$ cat config.mk
export PLATFORM = sky130hd
export DESIGN_NAME = cmd_resp_rx
export DESIGN_NICKNAME = d
export VERILOG_FILES = /design/src/rtl/cmd_resp_rx_pkg.sv /design/src/rtl/cmd_resp_rx_crc7.sv /design/src/rtl/cmd_resp_rx.sv
export SDC_FILE = /design/constraint.sdc
export NUM_CORES = 1
export LEC_CHECK = 0
export BUFFER_PORTS_ARGS = -buffer_cell sky130_fd_sc_hd__buf_2
export CAP_MARGIN = 20
export CORE_MARGIN = 10
export CORE_UTILIZATION = 55
export DETAILED_ROUTE_END_ITERATION = 8
export PLACE_DENSITY = 0.85
export SYNTH_ARGS = -nofsm -noshare
export SYNTH_HDL_FRONTEND = slang
export SYNTH_SLANG_ARGS = --single-unit
$ cat constraint.sdc
create_clock -name clk -period 2.9 [get_ports clk]
set_input_delay 0.58 -clock clk [delete_from_list [all_inputs] [get_ports clk]]
set_output_delay 0.58 -clock clk [all_outputs]
set_load 0.05 [all_outputs]
$ cat src/rtl/cmd_resp_rx_pkg.sv
// ----------------------------------------------------------------------------
// cmd_resp_rx_pkg
// Shared SD CMD-line definitions: frame lengths, CRC7 polynomial, receiver
// state encoding and a single-bit CRC7 step used by the serial CRC block.
// ----------------------------------------------------------------------------
package cmd_resp_rx_pkg;

    localparam int         SHORT_RESP_LEN = 48;   // R1/R3/R6/R7
    localparam int         LONG_RESP_LEN  = 136;  // R2
    localparam logic [6:0] CRC7_POLY      = 7'h09; // x^7 + x^3 + 1

    // The shift register only has to hold frame bits 8..134 of an R2 frame.
    // Everything a short frame needs (bits 2..46) also fits in this width.
    localparam int         SHREG_W        = 127;

    typedef enum logic [1:0] {
        ST_IDLE       = 2'd0,
        ST_WAIT_START = 2'd1,
        ST_RECV       = 2'd2,
        ST_DONE       = 2'd3
    } rx_state_e;

    // One serial CRC7 step, MSB of the register is the first bit transmitted.
    function automatic logic [6:0] crc7_step(input logic [6:0] crc, input logic din);
        logic fb;
        fb = din ^ crc[6];
        return {crc[5:0], 1'b0} ^ (fb ? CRC7_POLY : 7'h00);
    endfunction

endpackage

$ cat src/rtl/cmd_resp_rx_crc7.sv
// ----------------------------------------------------------------------------
// crc7
// Serial CRC7 (x^7+x^3+1, init 0). Shared between the CMD TX and RX paths.
// Ports:
//   clk    in   clock
//   rst    in   synchronous reset, active-low
//   clr_i  in   clear register to 0 (wins over en_i)
//   en_i   in   fold din_i into the CRC this cycle
//   din_i  in   serial data bit
//   crc_o  out  current CRC value
// ----------------------------------------------------------------------------
module crc7
    import cmd_resp_rx_pkg::*;
(
    input  logic       clk,
    input  logic       rst,
    input  logic       clr_i,
    input  logic       en_i,
    input  logic       din_i,
    output logic [6:0] crc_o
);

    logic [6:0] crc_q, crc_d;

    always_comb begin
        crc_d = crc_q;
        if (clr_i) begin
            crc_d = '0;
        end else if (en_i) begin
            crc_d = crc7_step(crc_q, din_i);
        end
    end

    always_ff @(posedge clk) begin
        if (!rst) begin
            crc_q <= '0;
        end else begin
            crc_q <= crc_d;
        end
    end

    assign crc_o = crc_q;

endmodule

$ cat src/rtl/cmd_resp_rx.sv
// ----------------------------------------------------------------------------
// cmd_resp_rx
// SD CMD-line response receiver. After arming, waits for a start bit, shifts
// in a 48-bit or 136-bit (R2) response, checks transmission bit, CRC7 and end
// bit, and reports the result with a one-cycle done pulse.
// Ports:
//   clk, rst          clock / synchronous active-low reset
//   start_i           arm (only honoured in IDLE)
//   long_i, no_crc_i  frame type, sampled with start_i
//   cmd_i             sampled CMD line bit
//   busy_o            not in IDLE
//   done_o            one-cycle result pulse
//   timeout_o, crc_err_o, end_err_o, tx_err_o   status flags
//   resp_index_o      header index (6'h3F for R2)
//   resp_o            argument (short) or CID/CSD bits 127:1 (R2)
// ----------------------------------------------------------------------------
module cmd_resp_rx
    import cmd_resp_rx_pkg::*;
#(
    parameter int TIMEOUT_CYCLES = 64
) (
    input  logic         clk,
    input  logic         rst,
    input  logic         start_i,
    input  logic         long_i,
    input  logic         no_crc_i,
    input  logic         cmd_i,
    output logic         busy_o,
    output logic         done_o,
    output logic         timeout_o,
    output logic         crc_err_o,
    output logic         end_err_o,
    output logic         tx_err_o,
    output logic [5:0]   resp_index_o,
    output logic [127:0] resp_o
);

    localparam int CNT_MAX = (TIMEOUT_CYCLES > LONG_RESP_LEN) ? TIMEOUT_CYCLES : LONG_RESP_LEN;
    localparam int CNT_W   = $clog2(CNT_MAX);

    localparam logic [CNT_W-1:0] TO_LAST    = CNT_W'(TIMEOUT_CYCLES - 1);
    localparam logic [CNT_W-1:0] SHORT_LAST = CNT_W'(SHORT_RESP_LEN - 1);
    localparam logic [CNT_W-1:0] LONG_LAST  = CNT_W'(LONG_RESP_LEN - 1);

    rx_state_e          state_q, state_d;
    logic [CNT_W-1:0]   cnt_q, cnt_d;
    logic [SHREG_W-1:0] shreg_q, shreg_d;
    logic               long_q, long_d;
    logic               no_crc_q, no_crc_d;
    logic               timeout_q, timeout_d;
    logic               crc_err_q, crc_err_d;
    logic               end_err_q, end_err_d;
    logic               tx_err_q, tx_err_d;
    logic [5:0]         idx_q, idx_d;
    logic [127:0]       resp_q, resp_d;

    logic               crc_clr, crc_en;
    logic [6:0]         crc_val;
    logic [CNT_W-1:0]   last_bit;

    crc7 u_crc7 (
        .clk   (clk),
        .rst   (rst),
        .clr_i (crc_clr),
        .en_i  (crc_en),
        .din_i (cmd_i),
        .crc_o (crc_val)
    );

    assign last_bit = long_q ? LONG_LAST : SHORT_LAST;

    always_comb begin
        state_d   = state_q;
        cnt_d     = cnt_q;
        shreg_d   = shreg_q;
        long_d    = long_q;
        no_crc_d  = no_crc_q;
        timeout_d = timeout_q;
        crc_err_d = crc_err_q;
        end_err_d = end_err_q;
        tx_err_d  = tx_err_q;
        idx_d     = idx_q;
        resp_d    = resp_q;
        crc_clr   = 1'b0;
        crc_en    = 1'b0;

        case (state_q)
            ST_IDLE: begin
                if (start_i) begin
                    long_d    = long_i;
                    no_crc_d  = no_crc_i;
                    timeout_d = 1'b0;
                    crc_err_d = 1'b0;
                    end_err_d = 1'b0;
                    tx_err_d  = 1'b0;
                    cnt_d     = '0;
                    shreg_d   = '0;
                    crc_clr   = 1'b1;
                    state_d   = ST_WAIT_START;
                end
            end

            ST_WAIT_START: begin
                if (!cmd_i) begin
                    // Start bit is part of the CRC only for short frames.
                    crc_en  = !long_q;
                    shreg_d = {shreg_q[SHREG_W-2:0], cmd_i};
                    cnt_d   = CNT_W'(1);
                    state_d = ST_RECV;
                end else if (cnt_q == TO_LAST) begin
                    timeout_d = 1'b1;
                    resp_d    = '0;
                    idx_d     = '0;
                    state_d   = ST_DONE;
                end else begin
                    cnt_d = cnt_q + CNT_W'(1);
                end
            end

            ST_RECV: begin
                shreg_d = {shreg_q[SHREG_W-2:0], cmd_i};
                cnt_d   = cnt_q + CNT_W'(1);

                if (cnt_q == CNT_W'(1) && cmd_i) begin
                    tx_err_d = 1'b1;
                end

                if (long_q) begin
                    crc_en = (cnt_q >= CNT_W'(8)) && (cnt_q <= CNT_W'(127));
                end else begin
                    crc_en = (cnt_q <= CNT_W'(39));
                end

                if (cnt_q == last_bit) begin
                    // shreg_q[k] holds frame bit (L-2-k) here: the received
                    // CRC sits in [6:0] for both frame types.
                    if (!cmd_i) begin
                        end_err_d = 1'b1;
                    end
                    if (!no_crc_q && (crc_val != shreg_q[6:0])) begin
                        crc_err_d = 1'b1;
                    end
                    if (long_q) begin
                        idx_d  = 6'h3F;
                        resp_d = {shreg_q, 1'b0};
                    end else begin
                        idx_d  = shreg_q[44:39];
                        resp_d = {96'd0, shreg_q[38:7]};
                    end
                    state_d = ST_DONE;
                end
            end

            ST_DONE: begin
                state_d = ST_IDLE;
            end

            default: begin
                state_d = ST_IDLE;
            end
        endcase
    end

    always_ff @(posedge clk) begin
        if (!rst) begin
            state_q   <= ST_IDLE;
            cnt_q     <= '0;
            shreg_q   <= '0;
            long_q    <= 1'b0;
            no_crc_q  <= 1'b0;
            timeout_q <= 1'b0;
            crc_err_q <= 1'b0;
            end_err_q <= 1'b0;
            tx_err_q  <= 1'b0;
            idx_q     <= '0;
            resp_q    <= '0;
        end else begin
            state_q   <= state_d;
            cnt_q     <= cnt_d;
            shreg_q   <= shreg_d;
            long_q    <= long_d;
            no_crc_q  <= no_crc_d;
            timeout_q <= timeout_d;
            crc_err_q <= crc_err_d;
            end_err_q <= end_err_d;
            tx_err_q  <= tx_err_d;
            idx_q     <= idx_d;
            resp_q    <= resp_d;
        end
    end

    assign busy_o       = (state_q != ST_IDLE);
    assign done_o       = (state_q == ST_DONE);
    assign timeout_o    = timeout_q;
    assign crc_err_o    = crc_err_q;
    assign end_err_o    = end_err_q;
    assign tx_err_o     = tx_err_q;
    assign resp_index_o = idx_q;
    assign resp_o       = resp_q;

endmodule
== Word level (Yosys, flattened, before mapping) ==
Cells that the tools add are included.

* Add/sub/neg operators: 1
* Order comparisons: 3
* Eq/ne operators: 17
* Mux-type cells: 41
* Bitwise logic cells: 3
* Reduce and logical (&&, ||, !) cells: 21

{| class="wikitable"
|+ Operators with widths
! operator !! number
|-
| 128-bit two-way mux || 4
|-
| 127-bit one-hot mux with 3 select lines || 1
|-
| 128-bit one-hot mux with 2 select lines || 1
|-
| 127-bit two-way mux || 2
|-
| 8-bit two-way mux || 4
|-
| 6-bit two-way mux || 4
|-
| 8-bit one-hot mux with 3 select lines || 1
|-
| 2-bit != test, second input constant || 8
|-
| 4-bit AND reduction || 4
|-
| 1-bit two-way mux || 12
|-
| 6-bit one-hot mux with 2 select lines || 1
|-
| 3-bit AND reduction || 4
|-
| 1-bit one-hot mux with 2 select lines || 5
|-
| 8-bit by 1-bit adder with 8-bit output, second input constant || 1
|-
| 8-bit by 1-bit == test with 1-bit output, second input constant || 1
|-
| 8-bit by 6-bit == test with 1-bit output, second input constant || 1
|-
| 8-bit == test || 1
|-
| 8-bit by 4-bit >= comparator with 1-bit output, second input constant || 1
|-
| 8-bit by 6-bit less-or-equal comparator with 1-bit output, second input constant || 1
|-
| 8-bit by 7-bit less-or-equal comparator with 1-bit output, second input constant || 1
|-
| 2-bit two-way mux || 4
|-
| 2-bit one-hot mux with 4 select lines || 1
|-
| 2-bit nonzero test || 4
|-
| 7-bit != test || 1
|-
| other kinds (13) || 18
|}

* Register bits after elaboration: 284
* Input bits: 6

== Logic depth before layout (Yosys ltp) ==
* Depth in word-level cells: 5
* Mapped depth: 10
* Mapped depth without buffers: 6

== Hierarchy ==
Synthesis repeated with hierarchy kept, for this count alone.

* Cells, all modules: 1,346
* Area total of the unflattened synthesis: 11,898.9 um^2

{| class="wikitable"
|+ Modules (own cells, without submodules)
! module !! instances !! cells an instance !! area each (um^2)
|-
| cmd_resp_rx || 1 || 1,318 || 11,612.4
|-
| crc7 || 1 || 28 || 286.5
|}

== Worst setup path after synthesis ==
OpenSTA, ideal clock, no wires.

* Path type: register -> register
* Start point: reg state_q[0]
* End point: reg shreg_q[100]
* Library setup time: 0.070 ns
* Arrival time: 2.150 ns
* Data required time: 2.830 ns
* Slack: 0.680 ns
* Cell stages (with the launch flop): 9
* Buffers on the path: 3
* Cell sequence: dfxtp_1 ha_1 inv_1 nand3_1 clkbuf_1 clkbuf_1 clkbuf_1 nand2_1 a21oi_1

* Word-level cells in the longest chain between the ends: 3
* Elaborated cells on any way between the ends: 8
* Those cells by class: eq/ne (4); mux (1); reduce/logical (3)

{| class="wikitable"
|+ RTL lines
! item !! line !! source
|-
| from (decl) || cmd_resp_rx.sv:45 || <nowiki>rx_state_e state_q, state_d;</nowiki>
|-
| from (signal assigned) || cmd_resp_rx.sv:178 || <nowiki>state_q <= state_d;</nowiki>
|-
| 2-bit by 1-bit == test with 1-bit output, or another cell as far along || cmd_resp_rx.sv:87 || <nowiki>case (state_q)</nowiki>
|-
| 2-bit != test (no source line) / 3-bit nonzero test (equally long branches) || - ||
|-
| 3-bit AND reduction (no source line) || - ||
|-
| to (signal assigned) || cmd_resp_rx.sv:180 || <nowiki>shreg_q <= shreg_d;</nowiki>
|-
| to (decl) || cmd_resp_rx.sv:47 || <nowiki>logic [SHREG_W-1:0] shreg_q, shreg_d;</nowiki>
|}

Several ways; a longest one is shown, not always the timed one.
A chain may end at the register's enable or synchronous reset.

== Worst setup path after layout ==
* Start point: reg state_q[1]
* End point: reg resp_q[124] (netlist: resp_o[124])

* Word-level cells in the longest chain between the ends: 3
* Elaborated cells on any way between the ends: 8
* Those cells by class: eq/ne (5); mux (1); reduce/logical (2)

{| class="wikitable"
|+ RTL lines
! item !! line !! source
|-
| 2-bit by 1-bit == test with 1-bit output / 2-bit == test (equally long branches) || cmd_resp_rx.sv:87 ||
|-
| 2-bit != test (no source line) / 2-bit nonzero test (equally long branches) || - ||
|-
| 4-bit AND reduction (no source line) || - ||
|-
| to (signal assigned) || cmd_resp_rx.sv:188 || <nowiki>resp_q <= resp_d;</nowiki>
|-
| to (decl) || cmd_resp_rx.sv:55 || <nowiki>logic [127:0] resp_q, resp_d;</nowiki>
|}

Several ways; a longest one is shown, not always the timed one.

==> results.toml <==
[critical_path]
crit_buf_inv = 2
crit_fanout = 134
startpoint_type = "flop"
r2r-start = "state_q[1]$_SDFFE_PN0P_"
cpPeakStageDelay_ns = 0.44
crit_arrival_ns = 2.87
slowest_stage = "nor3_1"
path_delay_family = "simple AND/OR/NAND/NOR gates"
rrSetupSlack_ns = 0.41
worst-r2r-cell-count = 7
worstPathCellList = "inv_1 > ha_1 > nand2_1 > nor3_1 > o22ai_4 > buf_12 > mux2i_1"
critPathKind = "flop to flop"
crit_path_end_kind = "flop"
r2r-end = "resp_o[124]$_SDFFE_PN0P_"
crit_required_ns = 3.27

[yosys]
synth_edf_count = 0
synth_top_area_cell = "dfxtp_1"
ys.flop_type = "dfxtp_1"
ys_seq_area_share_pct = 49.0
synthesis.area_um2 = 11600
synth_seq_cells = 284
synthTopCellsByArea = "dfxtp_1, nand2_1, mux2i_1"
synth_nets = 1370
syn_area_per_cell_um2 = 8.55
ys_warn_count = 0
synth.distinct_cells = 45
yosys.area.top_type_share_pct = 49.0
syn_inst = 1357
async_flop_share_pct = 0

[cells_and_area]
diodes = 0
final_layout_size_suffix_gt1_share_pct = 17.3
finalNonFillerCells = 1733
final_nets = 1450
multi_input_area_um2 = 5430
final_common_cell = "nand2_1"
n_fill_cell = 1711
syn2layout_area_growth_pct = 16.2
layout_common_cells = "nand2_1, dfxtp_1, buf_2"
ff_latch_area_um2 = 5690

[global_routing]
gr-total-overflow = 0
grt_pass1_vias = 9365
grt_max_degree = 147
grt_antenna_before_repair = 0
grt_usage_pct = 20.2
grt_pass1_wl_um = 46900

[drt]
vias_per_cell = 5.66
dr.pass1.iters = 5
drtIter0Drc = 1030
totalWireLength_um = 28800
num_vias = 9804
wl_per_cell_um = 16.6
drtAntennaViolNets = 0
drc = 0

[placed_design]
hpwl_um = 17500
place_inst = 1682
globalplace.congestion = 0.822
io_buffers = 145

[clock_network]
ctsHoldBuffers = 0
post_cts_buffers = 0
cts_tree = "built"
numCtsBuffers = 28
clk_latency_ns = 0.53
cts_resized = 0
htree_num_levels = 1
cts_sinks = 284
clkSlewWorstSetupHoldPaths_ns = 0.06
clockBufferDepth = 3
clock-root-buffer = "clkbuf_16"

[outcome]
status = "complete, no violations"

[floorplanning]
rows = 53
core_area_um2 = 20900
start_util_pct = 55.5
dieArea_um2 = 27300
die_width_um = 165
fp.dieH_um = 165
io_pins = 146

[hold_path]
min_path_cells = 3
holdCritPathClass = "primary input to flop"
worstHoldStart = "long_i"
hold_path_end = "long_q$_SDFFE_PN0P_"

[pwr]
ir_drop_mv = 0.636
powerDensity_nw_per_um2 = 762
leakagePower_nw = 5.72

[sta]
fin_crit_sh_pct = 85.9
hold_viol_final = 0
fmax_mhz = 401
slew_violations = 0
slew-limit-headroom_pct = 27.2
setup_violations = 0
fin_skew_ns = 0.0108
grt_setup_unrepaired = "no"
fin_crit_ns = 2.49
tightestPinTransition_ns = 1.09
tns_ns = 0

[run]
cap_violations = 0
sequential cells by signal, summed over array words and instances, names as in the netlist:
signal,flops
timeout_o,1
resp_index_o,6
end_err_o,1
shreg_q,127
cnt_q,8
long_q,1
no_crc_q,1
resp_o,128
crc_err_o,1
u_crc7.crc_o,7
tx_err_o,1
state_q,2
report_power, final:
group | internal, mW | switching, mW
Sequential | 3.93 | 0.0353
Clock | 2.42 | 1.52
Combinational | 0.652 | 1.71
Total | 7.01 | 3.27
synthesized netlist by cell type (2+ instances only):
master     count
nand4_1        3
mux2i_1      136
nor2_1         7
nand4bb_1      2
and3_1         2
a31oi_1        2
buf_1          8
or4_1          3
o211ai_1      10
nor4_1         5
or3_1          2
o21ai_0       17
buf_6          8
nand2_1      406
nor3_1         6
nand2b_1       4
nand3_1      139
xnor2_1        4
ha_1           7
clkbuf_1      84
mux2_2        31
buf_2         11
xor2_1         7
inv_1          7
a21oi_1      142
dfxtp_1      284
o21a_1         2
worst reg2reg max path, cell delays in order (launching register included):
cell	delay, ns
dfxtp_1	0.34
inv_1	0.10
ha_1	0.30
nand2_1	0.20
nor3_1	0.44
o22ai_4	0.13
buf_12	0.27
mux2i_1	0.56
metal layers:
metal | vias up | global-route usage, % | wire, um
li1 | 4740 | - | -
met1 | 4688 | 26.8 | 12500
met2 | 329 | 32.8 | 13500
met3 | 47 | 3.67 | 2170
met4 | 0 | 5.88 | 593
met5 | - | 0 | 0
final cells by class:
cell class | instances | area share [%]
timing repair buffer | 161 | 7.13
sequential | 284 | 42.2
clock inverter | 13 | 1.48
inverter | 9 | 0.269
clock buffer | 38 | 6.08
multi-input combinational | 953 | 40.3
tap | 275 | 2.55
metrics by stage:
step	cell area [um2]	power [mW]	hold slack (ns)	util [%]	setup WS, ns
5_1_grt	13500	10.7	0.316	64.5	0.275
3_3_place_gp	12500	6.36	0.440	59.7	0.632
3_5_place_dp	12500	6.39	0.447	59.7	0.531
4_1_cts	13500	10.3	0.279	64.5	0.481
6_report	13500	10.3	0.293	64.5	0.409
2_1_floorplan	11600	5.83	0.432	-	0.680
cells by family after synthesis:
logic type               count (synthesis)  synth area share, %
AO/OA/AOI/OAI                          184                 8.74
XOR/XNOR                                11                0.831
adder cells (fa/ha/maj)                  7                0.755
buffers and inverters                  120                 4.52
flip-flops                             284                 49.0
multiplexers                           167                 14.7
AND/OR/NAND/NOR                        584                 21.4
how the worst max path moves through the flow:
stage / slack, ns / endpoint / depth (start not counted) / startpoint
finish: 0.41 / resp_o[124]$_SDFFE_PN0P_ / 7 / state_q[1]$_SDFFE_PN0P_
global route: 0.28 / resp_o[3]$_SDFFE_PN0P_ / 6 / state_q[0]$_SDFFE_PN0P_
CTS: 0.48 / resp_o[47]$_SDFFE_PN0P_ / 7 / state_q[1]$_SDFFE_PN0P_
detailed placement: 0.53 / resp_o[84]$_SDFFE_PN0P_ / 7 / state_q[1]$_SDFFE_PN0P_
global placement: 0.63 / resp_o[85]$_SDFFE_PN0P_ / 6 / cmd_i
floorplan: 0.68 / shreg_q[100]$_SDFFE_PN0P_ / 8 / state_q[0]$_SDFFE_PN0P_
Power figures use the tool's default switching activity.
